**src/rtl/cache_controller_if.sv**
```systemverilog
// Bundle of core, tag/data RAM and memory-side signals around the cache controller.
// The controller uses the slave modport; the surrounding system uses master.
interface cache_controller_if #(
    parameter int TAG_LEN    = 13,
    parameter int INDEX_LEN  = 10,
    parameter int OFFSET_LEN = 4
);
    localparam int ADDR_W = TAG_LEN + INDEX_LEN + OFFSET_LEN;
    localparam int LINE_W = 32 << (OFFSET_LEN - 2);

    logic                         req_valid;
    logic                         req_we;
    logic [ADDR_W-1:0]            req_addr;
    logic [31:0]                  req_wdata;
    logic                         req_ready;
    logic                         rsp_valid;
    logic [31:0]                  rsp_rdata;

    logic [INDEX_LEN-1:0]         ram_addr;
    logic                         tag_re;
    logic                         tag_we;
    logic                         data_re;
    logic                         data_we;
    logic [TAG_LEN-1:0]           tag_wr;
    logic [2:0]                   status_wr;
    logic [TAG_LEN-1:0]           tag_rd;
    logic [2:0]                   status_rd;
    logic [LINE_W-1:0]            data_wr;
    logic [LINE_W-1:0]            data_rd;

    logic                         mem_req_valid;
    logic                         mem_req_we;
    logic [TAG_LEN+INDEX_LEN-1:0] mem_req_addr;
    logic [LINE_W-1:0]            mem_wdata;
    logic                         mem_req_ready;
    logic                         mem_rsp_valid;
    logic [LINE_W-1:0]            mem_rdata;

    modport slave (
        input  req_valid, req_we, req_addr, req_wdata,
        output req_ready, rsp_valid, rsp_rdata,
        output ram_addr, tag_re, tag_we, data_re, data_we, tag_wr, status_wr, data_wr,
        input  tag_rd, status_rd, data_rd,
        output mem_req_valid, mem_req_we, mem_req_addr, mem_wdata,
        input  mem_req_ready, mem_rsp_valid, mem_rdata
    );

    modport master (
        output req_valid, req_we, req_addr, req_wdata,
        input  req_ready, rsp_valid, rsp_rdata,
        input  ram_addr, tag_re, tag_we, data_re, data_we, tag_wr, status_wr, data_wr,
        output tag_rd, status_rd, data_rd,
        input  mem_req_valid, mem_req_we, mem_req_addr, mem_wdata,
        output mem_req_ready, mem_rsp_valid, mem_rdata
    );
endinterface

```
**src/rtl/cache_controller.sv**
```systemverilog
// Direct-mapped, write-back, write-allocate cache controller: tag compare, hit service,
// dirty-victim writeback and line refill, sequencing the external tag/status and data RAMs.
module cache_controller #(
    parameter int TAG_LEN    = 13,
    parameter int INDEX_LEN  = 10,
    parameter int OFFSET_LEN = 4
) (
    input  logic              clk_i,
    input  logic              reset_ni,
    cache_controller_if.slave bus_io
);
    localparam int ADDR_W = TAG_LEN + INDEX_LEN + OFFSET_LEN;
    localparam int WORD_W = OFFSET_LEN - 2;
    localparam int LINE_W = 32 << WORD_W;

    typedef enum logic [2:0] {
        S_IDLE      = 3'd0,
        S_LOOKUP    = 3'd1,
        S_WRITEBACK = 3'd2,
        S_FILL_REQ  = 3'd3,
        S_FILL_WAIT = 3'd4
    } state_e;

    state_e               state_q, state_d;
    logic                 we_q, we_d;
    logic [TAG_LEN-1:0]   tag_q, tag_d;
    logic [INDEX_LEN-1:0] index_q, index_d;
    logic [WORD_W-1:0]    word_q, word_d;
    logic [31:0]          wdata_q, wdata_d;
    logic [TAG_LEN-1:0]   victim_tag_q, victim_tag_d;
    logic [LINE_W-1:0]    victim_line_q, victim_line_d;
    logic                 rsp_valid_q, rsp_valid_d;
    logic [31:0]          rsp_rdata_q, rsp_rdata_d;

    logic [TAG_LEN-1:0]   req_tag_s;
    logic [INDEX_LEN-1:0] req_index_s;
    logic [WORD_W-1:0]    req_word_s;
    logic                 hit_s;
    logic                 victim_dirty_s;
    logic                 unused_s;

    function automatic logic [31:0] get_word(input logic [LINE_W-1:0] line,
                                             input logic [WORD_W-1:0] sel);
        return line[32*int'(sel) +: 32];
    endfunction

    function automatic logic [LINE_W-1:0] put_word(input logic [LINE_W-1:0] line,
                                                   input logic [WORD_W-1:0] sel,
                                                   input logic [31:0]       wdata);
        logic [LINE_W-1:0] res;
        res = line;
        res[32*int'(sel) +: 32] = wdata;
        return res;
    endfunction

    assign req_tag_s      = bus_io.req_addr[ADDR_W-1 -: TAG_LEN];
    assign req_index_s    = bus_io.req_addr[INDEX_LEN+OFFSET_LEN-1 -: INDEX_LEN];
    assign req_word_s     = bus_io.req_addr[OFFSET_LEN-1:2];
    assign hit_s          = bus_io.status_rd[0] && (bus_io.tag_rd == tag_q);
    assign victim_dirty_s = bus_io.status_rd[0] && bus_io.status_rd[1];
    assign unused_s       = ^{bus_io.req_addr[1:0], bus_io.status_rd[2]};

    assign bus_io.rsp_valid = rsp_valid_q;
    assign bus_io.rsp_rdata = rsp_rdata_q;

    // FSM state register
    always_ff @(posedge clk_i or negedge reset_ni) begin
        if (!reset_ni) begin
            state_q <= S_IDLE;
        end else begin
            state_q <= state_d;
        end
    end

    // FSM next-state logic
    always_comb begin
        state_d = state_q;
        case (state_q)
            S_IDLE: begin
                if (bus_io.req_valid) state_d = S_LOOKUP;
                else                  state_d = S_IDLE;
            end
            S_LOOKUP: begin
                if (hit_s)               state_d = S_IDLE;
                else if (victim_dirty_s) state_d = S_WRITEBACK;
                else                     state_d = S_FILL_REQ;
            end
            S_WRITEBACK: begin
                if (bus_io.mem_req_ready) state_d = S_FILL_REQ;
                else                      state_d = S_WRITEBACK;
            end
            S_FILL_REQ: begin
                if (bus_io.mem_req_ready) state_d = S_FILL_WAIT;
                else                      state_d = S_FILL_REQ;
            end
            S_FILL_WAIT: begin
                if (bus_io.mem_rsp_valid) state_d = S_IDLE;
                else                      state_d = S_FILL_WAIT;
            end
            default: state_d = S_IDLE;
        endcase
    end

    // FSM outputs: RAM strobes, memory request and next values of the latched datapath
    always_comb begin
        bus_io.req_ready     = 1'b0;
        bus_io.ram_addr      = index_q;
        bus_io.tag_re        = 1'b0;
        bus_io.data_re       = 1'b0;
        bus_io.tag_we        = 1'b0;
        bus_io.data_we       = 1'b0;
        bus_io.tag_wr        = tag_q;
        bus_io.status_wr     = 3'b000;
        bus_io.data_wr       = '0;
        bus_io.mem_req_valid = 1'b0;
        bus_io.mem_req_we    = 1'b0;
        bus_io.mem_req_addr  = {tag_q, index_q};
        bus_io.mem_wdata     = victim_line_q;
        we_d                 = we_q;
        tag_d                = tag_q;
        index_d              = index_q;
        word_d               = word_q;
        wdata_d              = wdata_q;
        victim_tag_d         = victim_tag_q;
        victim_line_d        = victim_line_q;
        rsp_valid_d          = 1'b0;
        rsp_rdata_d          = rsp_rdata_q;
        case (state_q)
            S_IDLE: begin
                // reset_ni gating keeps ready and RAM reads quiet while reset is held
                bus_io.req_ready = reset_ni;
                bus_io.ram_addr  = req_index_s;
                if (bus_io.req_valid && reset_ni) begin
                    bus_io.tag_re  = 1'b1;
                    bus_io.data_re = 1'b1;
                    we_d           = bus_io.req_we;
                    tag_d          = req_tag_s;
                    index_d        = req_index_s;
                    word_d         = req_word_s;
                    wdata_d        = bus_io.req_wdata;
                end else begin
                    bus_io.tag_re  = 1'b0;
                    bus_io.data_re = 1'b0;
                end
            end
            S_LOOKUP: begin
                if (hit_s) begin
                    rsp_valid_d = 1'b1;
                    if (we_q) begin
                        bus_io.tag_we    = 1'b1;
                        bus_io.data_we   = 1'b1;
                        bus_io.status_wr = 3'b011;
                        bus_io.data_wr   = put_word(bus_io.data_rd, word_q, wdata_q);
                        rsp_rdata_d      = 32'h0000_0000;
                    end else begin
                        rsp_rdata_d = get_word(bus_io.data_rd, word_q);
                    end
                end else if (victim_dirty_s) begin
                    victim_tag_d  = bus_io.tag_rd;
                    victim_line_d = bus_io.data_rd;
                end else begin
                    victim_line_d = victim_line_q;
                end
            end
            S_WRITEBACK: begin
                bus_io.mem_req_valid = 1'b1;
                bus_io.mem_req_we    = 1'b1;
                bus_io.mem_req_addr  = {victim_tag_q, index_q};
            end
            S_FILL_REQ: begin
                bus_io.mem_req_valid = 1'b1;
            end
            S_FILL_WAIT: begin
                if (bus_io.mem_rsp_valid) begin
                    bus_io.tag_we  = 1'b1;
                    bus_io.data_we = 1'b1;
                    rsp_valid_d    = 1'b1;
                    if (we_q) begin
                        bus_io.status_wr = 3'b011;
                        bus_io.data_wr   = put_word(bus_io.mem_rdata, word_q, wdata_q);
                        rsp_rdata_d      = 32'h0000_0000;
                    end else begin
                        bus_io.status_wr = 3'b001;
                        bus_io.data_wr   = bus_io.mem_rdata;
                        rsp_rdata_d      = get_word(bus_io.mem_rdata, word_q);
                    end
                end else begin
                    rsp_valid_d = 1'b0;
                end
            end
            default: begin
                rsp_valid_d = 1'b0;
            end
        endcase
    end

    // Request latches, victim buffer and registered response
    always_ff @(posedge clk_i or negedge reset_ni) begin
        if (!reset_ni) begin
            we_q          <= 1'b0;
            tag_q         <= '0;
            index_q       <= '0;
            word_q        <= '0;
            wdata_q       <= 32'h0000_0000;
            victim_tag_q  <= '0;
            victim_line_q <= '0;
            rsp_valid_q   <= 1'b0;
            rsp_rdata_q   <= 32'h0000_0000;
        end else begin
            we_q          <= we_d;
            tag_q         <= tag_d;
            index_q       <= index_d;
            word_q        <= word_d;
            wdata_q       <= wdata_d;
            victim_tag_q  <= victim_tag_d;
            victim_line_q <= victim_line_d;
            rsp_valid_q   <= rsp_valid_d;
            rsp_rdata_q   <= rsp_rdata_d;
        end
    end
endmodule

```
**src/flat_wrapper.sv**
```systemverilog
// flat-port wrapper written by rule: the top's interface ports become plain ports
module cache_controller_flat 
#(
    parameter int TAG_LEN    = 13,
    parameter int INDEX_LEN  = 10,
    parameter int OFFSET_LEN = 4
)
  (clk_i, reset_ni, bus_io_req_valid, bus_io_req_we, bus_io_req_addr, bus_io_req_wdata, bus_io_req_ready, bus_io_rsp_valid, bus_io_rsp_rdata, bus_io_ram_addr, bus_io_tag_re, bus_io_tag_we, bus_io_data_re, bus_io_data_we, bus_io_tag_wr, bus_io_status_wr, bus_io_data_wr, bus_io_tag_rd, bus_io_status_rd, bus_io_data_rd, bus_io_mem_req_valid, bus_io_mem_req_we, bus_io_mem_req_addr, bus_io_mem_wdata, bus_io_mem_req_ready, bus_io_mem_rsp_valid, bus_io_mem_rdata);
  cache_controller_if #(.TAG_LEN(TAG_LEN), .INDEX_LEN(INDEX_LEN), .OFFSET_LEN(OFFSET_LEN)) bus_io_i ();
  input  logic clk_i;
  input  logic reset_ni;
  input wire logic [$bits(bus_io_i.req_valid)-1:0] bus_io_req_valid;
  input wire logic [$bits(bus_io_i.req_we)-1:0] bus_io_req_we;
  input wire logic [$bits(bus_io_i.req_addr)-1:0] bus_io_req_addr;
  input wire logic [$bits(bus_io_i.req_wdata)-1:0] bus_io_req_wdata;
  output wire logic [$bits(bus_io_i.req_ready)-1:0] bus_io_req_ready;
  output wire logic [$bits(bus_io_i.rsp_valid)-1:0] bus_io_rsp_valid;
  output wire logic [$bits(bus_io_i.rsp_rdata)-1:0] bus_io_rsp_rdata;
  output wire logic [$bits(bus_io_i.ram_addr)-1:0] bus_io_ram_addr;
  output wire logic [$bits(bus_io_i.tag_re)-1:0] bus_io_tag_re;
  output wire logic [$bits(bus_io_i.tag_we)-1:0] bus_io_tag_we;
  output wire logic [$bits(bus_io_i.data_re)-1:0] bus_io_data_re;
  output wire logic [$bits(bus_io_i.data_we)-1:0] bus_io_data_we;
  output wire logic [$bits(bus_io_i.tag_wr)-1:0] bus_io_tag_wr;
  output wire logic [$bits(bus_io_i.status_wr)-1:0] bus_io_status_wr;
  output wire logic [$bits(bus_io_i.data_wr)-1:0] bus_io_data_wr;
  input wire logic [$bits(bus_io_i.tag_rd)-1:0] bus_io_tag_rd;
  input wire logic [$bits(bus_io_i.status_rd)-1:0] bus_io_status_rd;
  input wire logic [$bits(bus_io_i.data_rd)-1:0] bus_io_data_rd;
  output wire logic [$bits(bus_io_i.mem_req_valid)-1:0] bus_io_mem_req_valid;
  output wire logic [$bits(bus_io_i.mem_req_we)-1:0] bus_io_mem_req_we;
  output wire logic [$bits(bus_io_i.mem_req_addr)-1:0] bus_io_mem_req_addr;
  output wire logic [$bits(bus_io_i.mem_wdata)-1:0] bus_io_mem_wdata;
  input wire logic [$bits(bus_io_i.mem_req_ready)-1:0] bus_io_mem_req_ready;
  input wire logic [$bits(bus_io_i.mem_rsp_valid)-1:0] bus_io_mem_rsp_valid;
  input wire logic [$bits(bus_io_i.mem_rdata)-1:0] bus_io_mem_rdata;
  assign bus_io_i.req_valid = bus_io_req_valid;
  assign bus_io_i.req_we = bus_io_req_we;
  assign bus_io_i.req_addr = bus_io_req_addr;
  assign bus_io_i.req_wdata = bus_io_req_wdata;
  assign bus_io_req_ready = bus_io_i.req_ready;
  assign bus_io_rsp_valid = bus_io_i.rsp_valid;
  assign bus_io_rsp_rdata = bus_io_i.rsp_rdata;
  assign bus_io_ram_addr = bus_io_i.ram_addr;
  assign bus_io_tag_re = bus_io_i.tag_re;
  assign bus_io_tag_we = bus_io_i.tag_we;
  assign bus_io_data_re = bus_io_i.data_re;
  assign bus_io_data_we = bus_io_i.data_we;
  assign bus_io_tag_wr = bus_io_i.tag_wr;
  assign bus_io_status_wr = bus_io_i.status_wr;
  assign bus_io_data_wr = bus_io_i.data_wr;
  assign bus_io_i.tag_rd = bus_io_tag_rd;
  assign bus_io_i.status_rd = bus_io_status_rd;
  assign bus_io_i.data_rd = bus_io_data_rd;
  assign bus_io_mem_req_valid = bus_io_i.mem_req_valid;
  assign bus_io_mem_req_we = bus_io_i.mem_req_we;
  assign bus_io_mem_req_addr = bus_io_i.mem_req_addr;
  assign bus_io_mem_wdata = bus_io_i.mem_wdata;
  assign bus_io_i.mem_req_ready = bus_io_mem_req_ready;
  assign bus_io_i.mem_rsp_valid = bus_io_mem_rsp_valid;
  assign bus_io_i.mem_rdata = bus_io_mem_rdata;
  cache_controller #(.TAG_LEN(TAG_LEN), .INDEX_LEN(INDEX_LEN), .OFFSET_LEN(OFFSET_LEN)) u_core (.clk_i(clk_i), .reset_ni(reset_ni), .bus_io(bus_io_i));
endmodule
```
**config.mk**
```make
export PLATFORM = sky130hd
export DESIGN_NAME = cache_controller_flat
export DESIGN_NICKNAME = d
export VERILOG_FILES = /design/src/rtl/cache_controller_if.sv /design/src/rtl/cache_controller.sv /design/src/flat_wrapper.sv
export SDC_FILE = /design/constraint.sdc
export NUM_CORES = 1
export LEC_CHECK = 0
export CORE_AREA = 5 5 265 267
export CTS_CLUSTER_SIZE = 16
export DETAILED_ROUTE_END_ITERATION = 8
export DIE_AREA = 0 0 270 272
export PLACE_DENSITY_LB_ADDON = 0.3
export SKIP_CTS_REPAIR_TIMING = 1
export SYNTH_ARGS = -nofsm -noshare
export SYNTH_HDL_FRONTEND = slang
export SYNTH_SLANG_ARGS = --single-unit
export TNS_END_PERCENT = 50
```
**constraint.sdc**
```tcl
create_clock -name clk_i -period 5.9 [get_ports clk_i]
set_input_delay 1.18 -clock clk_i [delete_from_list [all_inputs] [get_ports clk_i]]
set_output_delay 1.18 -clock clk_i [all_outputs]
set_load 0.05 [all_outputs]
```
**After elaboration in Yosys (flattened, before gate mapping)**

Index checks and enable logic that the tools add are counted.

- Register bits: 235
- Input port bits: 337
- Output and inout bits: 345
- Word-level logic and storage cells: 69

- $add $sub $neg: 1
- Eq/ne operators: 7
- Shifts and indexed selects: 4
- Multiplexer cells: 37
- Bitwise operators: 1
- Reduce and logical (&&, ||, !) cells: 9

Operator list:

| cell | number |
|---|---|
| 128-bit 2-to-1 mux | 4 |
| 128-bit bitwise mux | 2 |
| 128-bit case mux with 2 select lines | 1 |
| 128-bit by 8-bit indexed part select with 32-bit output | 2 |
| 32-bit 2-to-1 mux | 4 |
| 32-bit by 33-bit variable shift with 128-bit output (first input constant) | 1 |
| 32-bit by 33-bit indexed part select with 128-bit output | 1 |
| 32-bit case mux with 2 select lines | 1 |
| 7-bit negation with 33-bit output | 1 |
| 23-bit 2-to-1 mux | 1 |
| 3-bit 2-to-1 mux | 5 |
| 3-bit case mux with 5 select lines | 1 |
| 13-bit == test | 1 |
| 1-bit 2-to-1 mux | 12 |
| 10-bit 2-to-1 mux | 1 |
| 3-bit by 2-bit == test with 1-bit output (second input constant) | 2 |
| 3-bit case mux with 2 select lines | 1 |
| 3-bit AND reduction | 2 |
| 2-bit 2-to-1 mux | 2 |
| 1-bit case mux with 2 select lines | 2 |
| 3-bit by 1-bit == test with 1-bit output (second input constant) | 1 |
| 3-bit == test (second input constant) | 1 |
| 1-bit logical AND | 3 |
| 3-bit zero test | 1 |
| other kinds (6) | 6 |

**Longest topological paths before layout**

- Word-level depth: 6
- Gate-level depth with buffers: 10
- Mapped depth without buffers: 6

**Worst setup path before layout**

No wires, ideal clock.

- Kind: input -> output
- Start: input port bus_io_tag_rd[7]
- End: output port bus_io_status_wr[0]
- Arrival time: 3922 ps
- Setup slack: 798 ps
- Stages: 8
- Path buffers: 3
- Cells stage by stage: xnor2_1 -> nand4_1 -> nor4_4 -> nand2_1 -> clkbuf_1 -> clkbuf_1 -> o21ai_0 -> buf_4

- Longest elaborated chain between the ends: 4

Ends and longest elaborated chain:

| what | line | source |
|---|---|---|
| start, declared | flat_wrapper.sv:27 | `input wire logic [$bits(bus_io_i.tag_rd)-1:0] bus_io_tag_rd;` |
| 13-bit == test | cache_controller.sv:59 | `assign hit_s = bus_io.status_rd[0] && (bus_io.tag_rd == tag_q);` |
| 1-bit logical AND | cache_controller.sv:59 |  |
| 3-bit 2-to-1 mux | cache_controller.sv:147 | `if (hit_s) begin` |
| 3-bit case mux with 2 select lines | cache_controller.sv:128 | `case (state_q)` |
| end, declared | flat_wrapper.sv:25 | `output wire logic [$bits(bus_io_i.status_wr)-1:0] bus_io_status_wr;` |

No other way between the ends.

**Worst setup path in the final report**

- Start: register u_core.word_q[0]
- End: output port bus_io_data_wr[109]

- Longest elaborated chain between the ends: 6
- Elaborated cells between the ends (all ways): 10

Ends and longest elaborated chain:

| what | line | source |
|---|---|---|
| start, declared | cache_controller.sv:28 | `logic [WORD_W-1:0] word_q, word_d;` |
| start signal, assigned | cache_controller.sv:213 | `word_q <= word_d;` |
| 7-bit negation with 33-bit output * | cache_controller.sv:52 | `res[32*int'(sel) +: 32] = wdata;` |
| 32-bit by 33-bit indexed part select with 128-bit output / 32-bit by 33-bit variable shift with 128-bit output (equally long branches) | cache_controller.sv:52 |  |
| 128-bit bitwise mux | cache_controller.sv:52 |  |
| 128-bit 2-to-1 mux (on tied branches) | cache_controller.sv:178, cache_controller.sv:149 |  |
| 128-bit 2-to-1 mux (on tied branches) | cache_controller.sv:174, cache_controller.sv:147 |  |
| 128-bit case mux with 2 select lines * | cache_controller.sv:128 |  |
| end, declared | flat_wrapper.sv:26 | `output wire logic [$bits(bus_io_i.data_wr)-1:0] bus_io_data_wr;` |

Every way passes the cells marked *; elsewhere a longest branch is shown, timed or not.

==> impl_results.md <==
- Outcome: completed
- Initial core utilization: 0.2140
- Post-route clock skew: 10.32 ps
- Worst setup SP type: flop
- Count of standard-cell rows: 96
- Worst slack after detailed placement: 718.6 ps
- Final setup violation count: 0
- Total nets after synthesis: 1609
- Hold Vio Cnt, Final: 0
- Placeable core area: 67870 sq um
- Clk pwr share: 0.143
- Worst-path maximum fanout: 41
- Nature of the critical path endpoint: output pin
- Post-synthesis cell count: 1267
- Critical hold path startpoint: u_core.bus_io.mem_wdata[73]
- Sw Share: 0.5061
- Post-route DRC: 0
- Capturing point of the worst reg2reg path: u_core.bus_io.rsp_rdata[23]
- Root Buffer: clkbuf_16
- Net switching power: 0.006885 W
- Highest ir drop seen on vdd: slightly above 0.4 mV
- Deepest level of the CTS H-tree: 1
- Die Footprint: 73440 sq um
- Post-Syn Area per Cell: 11.46 sq um
- Number of ports placed on the die boundary: 682
- Overall global routing resource usage: 0.1974
- Register-to-register setup slack: 2740 ps
- Endpoint with the worst hold slack: u_core.bus_io.mem_wdata[73]
- Kind of path behind the tightest hold check: reg -> reg
- Aggregate global routing overflow: 0
- Die width: 270 um
- Routability cong.: 0.8584
- Final ANT Viol Nets: 0
- Number of global-route vias before repair: 15400
- Vias post-DR: 14630
- Number of warning messages in the yosys log: 0
- Least-Margin Pin Slew: 1135 ps
- Highest achievable clock rate: 185.7 MHz
- Number of register bits inferred by synthesis: between 200 and 250
- Power share of the sequential group: 0.233
- Die extent in y: 272 um
- Placed wire-length estimate after detailed placement: 55720 um
- CTS clk-pin slew, worst paths: 50 ps
- Leakage power: between 8 and 9 nW
- Cell variety after synth: 34
- Slack of the critical path: 516.3 ps
- Crit Reg-Reg Startpoint: u_core.word_q[0]
- Initial antenna violation count: 1
- TritonCTS sink count: 235
- Ratio of cells with drive above 1 in the final layout: 0.2231
- Critical path required time: 4720 ps
- Hold-critical path depth: 1
- Global-route wire length before repair: 110400 um
- WS Path Type: reg -> out
- Inserted Clock Buffers: 31
- Average vias per placed instance: 5.306
- Average routed wire per standard cell: 28.04 um
- Seq/Total Area, Yosys: 0.4050
- Count of buffers from port buffering: 677
- Critical path origin: u_core.word_q[0]
- Net count of the finished layout: 2193
- Worst-skew pair later-pin latency: 590 ps
- Int Pwr: 0.006720 W
- Post-layout power: 0.01360 W
- Max-Cap Viols: 0
- Clock Path Buffers: 3
- Layout-stage area growth over the synthesis result: 58.53%
- Areal power density over the cells: about 600 nW/um^2
- Portion of the clock cycle consumed by the worst path in the final layout: 0.9125
- RSZ-0062 raised after global routing: false
- Gate power share: 0.624
- Largest net degree at the start of global routing: just over 90
- Sum Neg Setup Slack: 0 ps
- Critical path data arrival time: 4200 ps
- Rel. slew slack: 0.2409
- Total standard cell area after synthesis: 14520 sq um
- CTS tree: built
- Count of TritonRoute iterations in the first routing pass: 6
- WL final: 77330 um
- Initial detailed-routing violation count: 1366
- Fin. max-slew vios: 0
- Time the final worst path needs with I/O delays and setup: 5384 ps
- FF-to-FF path depth: 6
synth_stat cells, drive strengths merged:
cell / instances / area (sq um)
a21boi: 1 / 11.26
a21oi: 32 / 160.2
a22oi: 255 / 1914
and2: 4 / 25.02
and4: 2 / 17.52
and4b: 1 / 10.01
buf: 84 / 431.7
clkbuf: 82 / 307.8
conb: 1 / 3.750
dfrtp: 235 / 5881
ha: 5 / 62.56
inv: 6 / 22.52
mux2: 254 / 2860
mux2i: 2 / 20.02
mux4: 64 / 1441
nand2: 74 / 277.8
nand2b: 2 / 12.51
nand4: 3 / 18.77
nor2: 9 / 33.78
nor3: 2 / 15.01
nor3b: 1 / 12.51
nor4: 1 / 21.27
nor4b: 1 / 8.760
o21ai: 2 / 10.01
o22ai: 128 / 800.8
o2bb2ai: 1 / 8.760
o32ai: 1 / 8.760
xnor2: 13 / 113.9
xor2: 1 / 8.760
sequential cells by signal, summed over array words and instances (netlist names):
| name | cells |
|---|---|
| u_core.bus_io.mem_wdata | 128 |
| u_core.bus_io.rsp_rdata | 32 |
| u_core.wdata_q | 32 |
| u_core.bus_io.tag_wr | 13 |
| u_core.victim_tag_q | 13 |
| u_core.index_q | 10 |
| u_core.state_q | 3 |
| u_core.word_q | 2 |
| u_core.bus_io.rsp_valid | 1 |
| u_core.we_q | 1 |
power groups by stage:
stage / Clock (W) / Combinational [W] / Sequential, W
floorplan: 0 / 0.00342 / 0.00502
global placement: 0 / 0.00850 / 0.00313
detailed placement: 0 / 0.00852 / 0.00317
CTS: 0.00202 / 0.00855 / 0.00315
global route: 0.00208 / 0.00882 / 0.00328
finish: 0.00195 / 0.00849 / 0.00316
worst max path at each step:
stage                     slack [ps]             endpoint  cells past startpoint
after global routing             360  bus_io_data_wr[109]                      6
after CTS                        450  bus_io_data_wr[109]                      6
after floorplan                  800  bus_io_status_wr[0]                      8
after global placement           710   bus_io_data_wr[74]                      8
final                            520  bus_io_data_wr[109]                      6
after detailed placement         720   bus_io_data_wr[74]                      8
cells in the final DEF (no fill, tap or decap), drive strengths merged:
cell type / n
dfrtp: 235
o22ai: 128
inv: 7
o21ai: 2
nor2: 9
clkinv: 4
mux2: 254
bufinv: 3
nor3b: 1
buf: 117
xor2: 1
a21oi: 32
and4b: 1
mux4: 64
conb: 1
nor3: 2
and2: 4
a22oi: 255
o2bb2ai: 1
ha: 5
clkbuf: 46
nand2: 74
o32ai: 1
clkdlybuf4s50: 600
clkinvlp: 2
xnor2: 13
a21boi: 1
nand4: 3
nor4b: 1
nand2b: 2
diode: 2
mux2i: 2
and4: 2
nor4: 1
metal layers:
| metal | routed length [um] | vias to the layer above | GRT usage |
|---|---|---|---|
| li1 | - | 6150 | - |
| met1 | 29750 | 7358 | 0.2361 |
| met2 | 38060 | 950 | 0.3448 |
| met3 | 6811 | 175 | 0.05550 |
| met4 | 2704 | 0 | 0.06232 |
| met5 | 0 | - | 0 |
kinds of logic after synthesis:
family                   count (synthesis)  share of synthesized area
other                                    1                  0.0002583
multiplexers                           320                     0.2976
XOR/XNOR                                14                   0.008445
AO/OA/AOI/OAI                          420                     0.2007
flip-flops                             235                     0.4050
AND/OR/NAND/NOR                        100                    0.03119
buffers and inverters                  172                    0.05248
adder cells (fa/ha/maj)                  5                   0.004308
area by class of cell:
type	count	area, sq um
fill	6747	44850
multi-input combinational	860	7979
timing repair buffer	717	6979
sequential	235	5889
tap	882	1104
clock buffer	46	902.1
clock inverter	10	137.6
inverter	6	22.52
antenna	2	5.005
critical path, cell delays in order, from the launching register on:
cell and delay, ps:
dfrtp_4 670, inv_1 200, ha_1 430, and4b_4 900
a22oi_1 200, o22ai_1 260, clkdlybuf4s50_1 870
stage by stage:
stage	hold WS, ps	cells	instance area (sq um)	utilization
after floorplan	475.0	1267	14520	-
after global placement	467.1	2700	21970	0.3238
after detailed placement	473.7	2700	21970	0.3238
after CTS	471.0	2756	23010	0.3391
after global routing	494.8	2757	23020	0.3391
final	479.4	2758	23020	0.3392
Note: power is estimated with default switching activity, not from simulation.
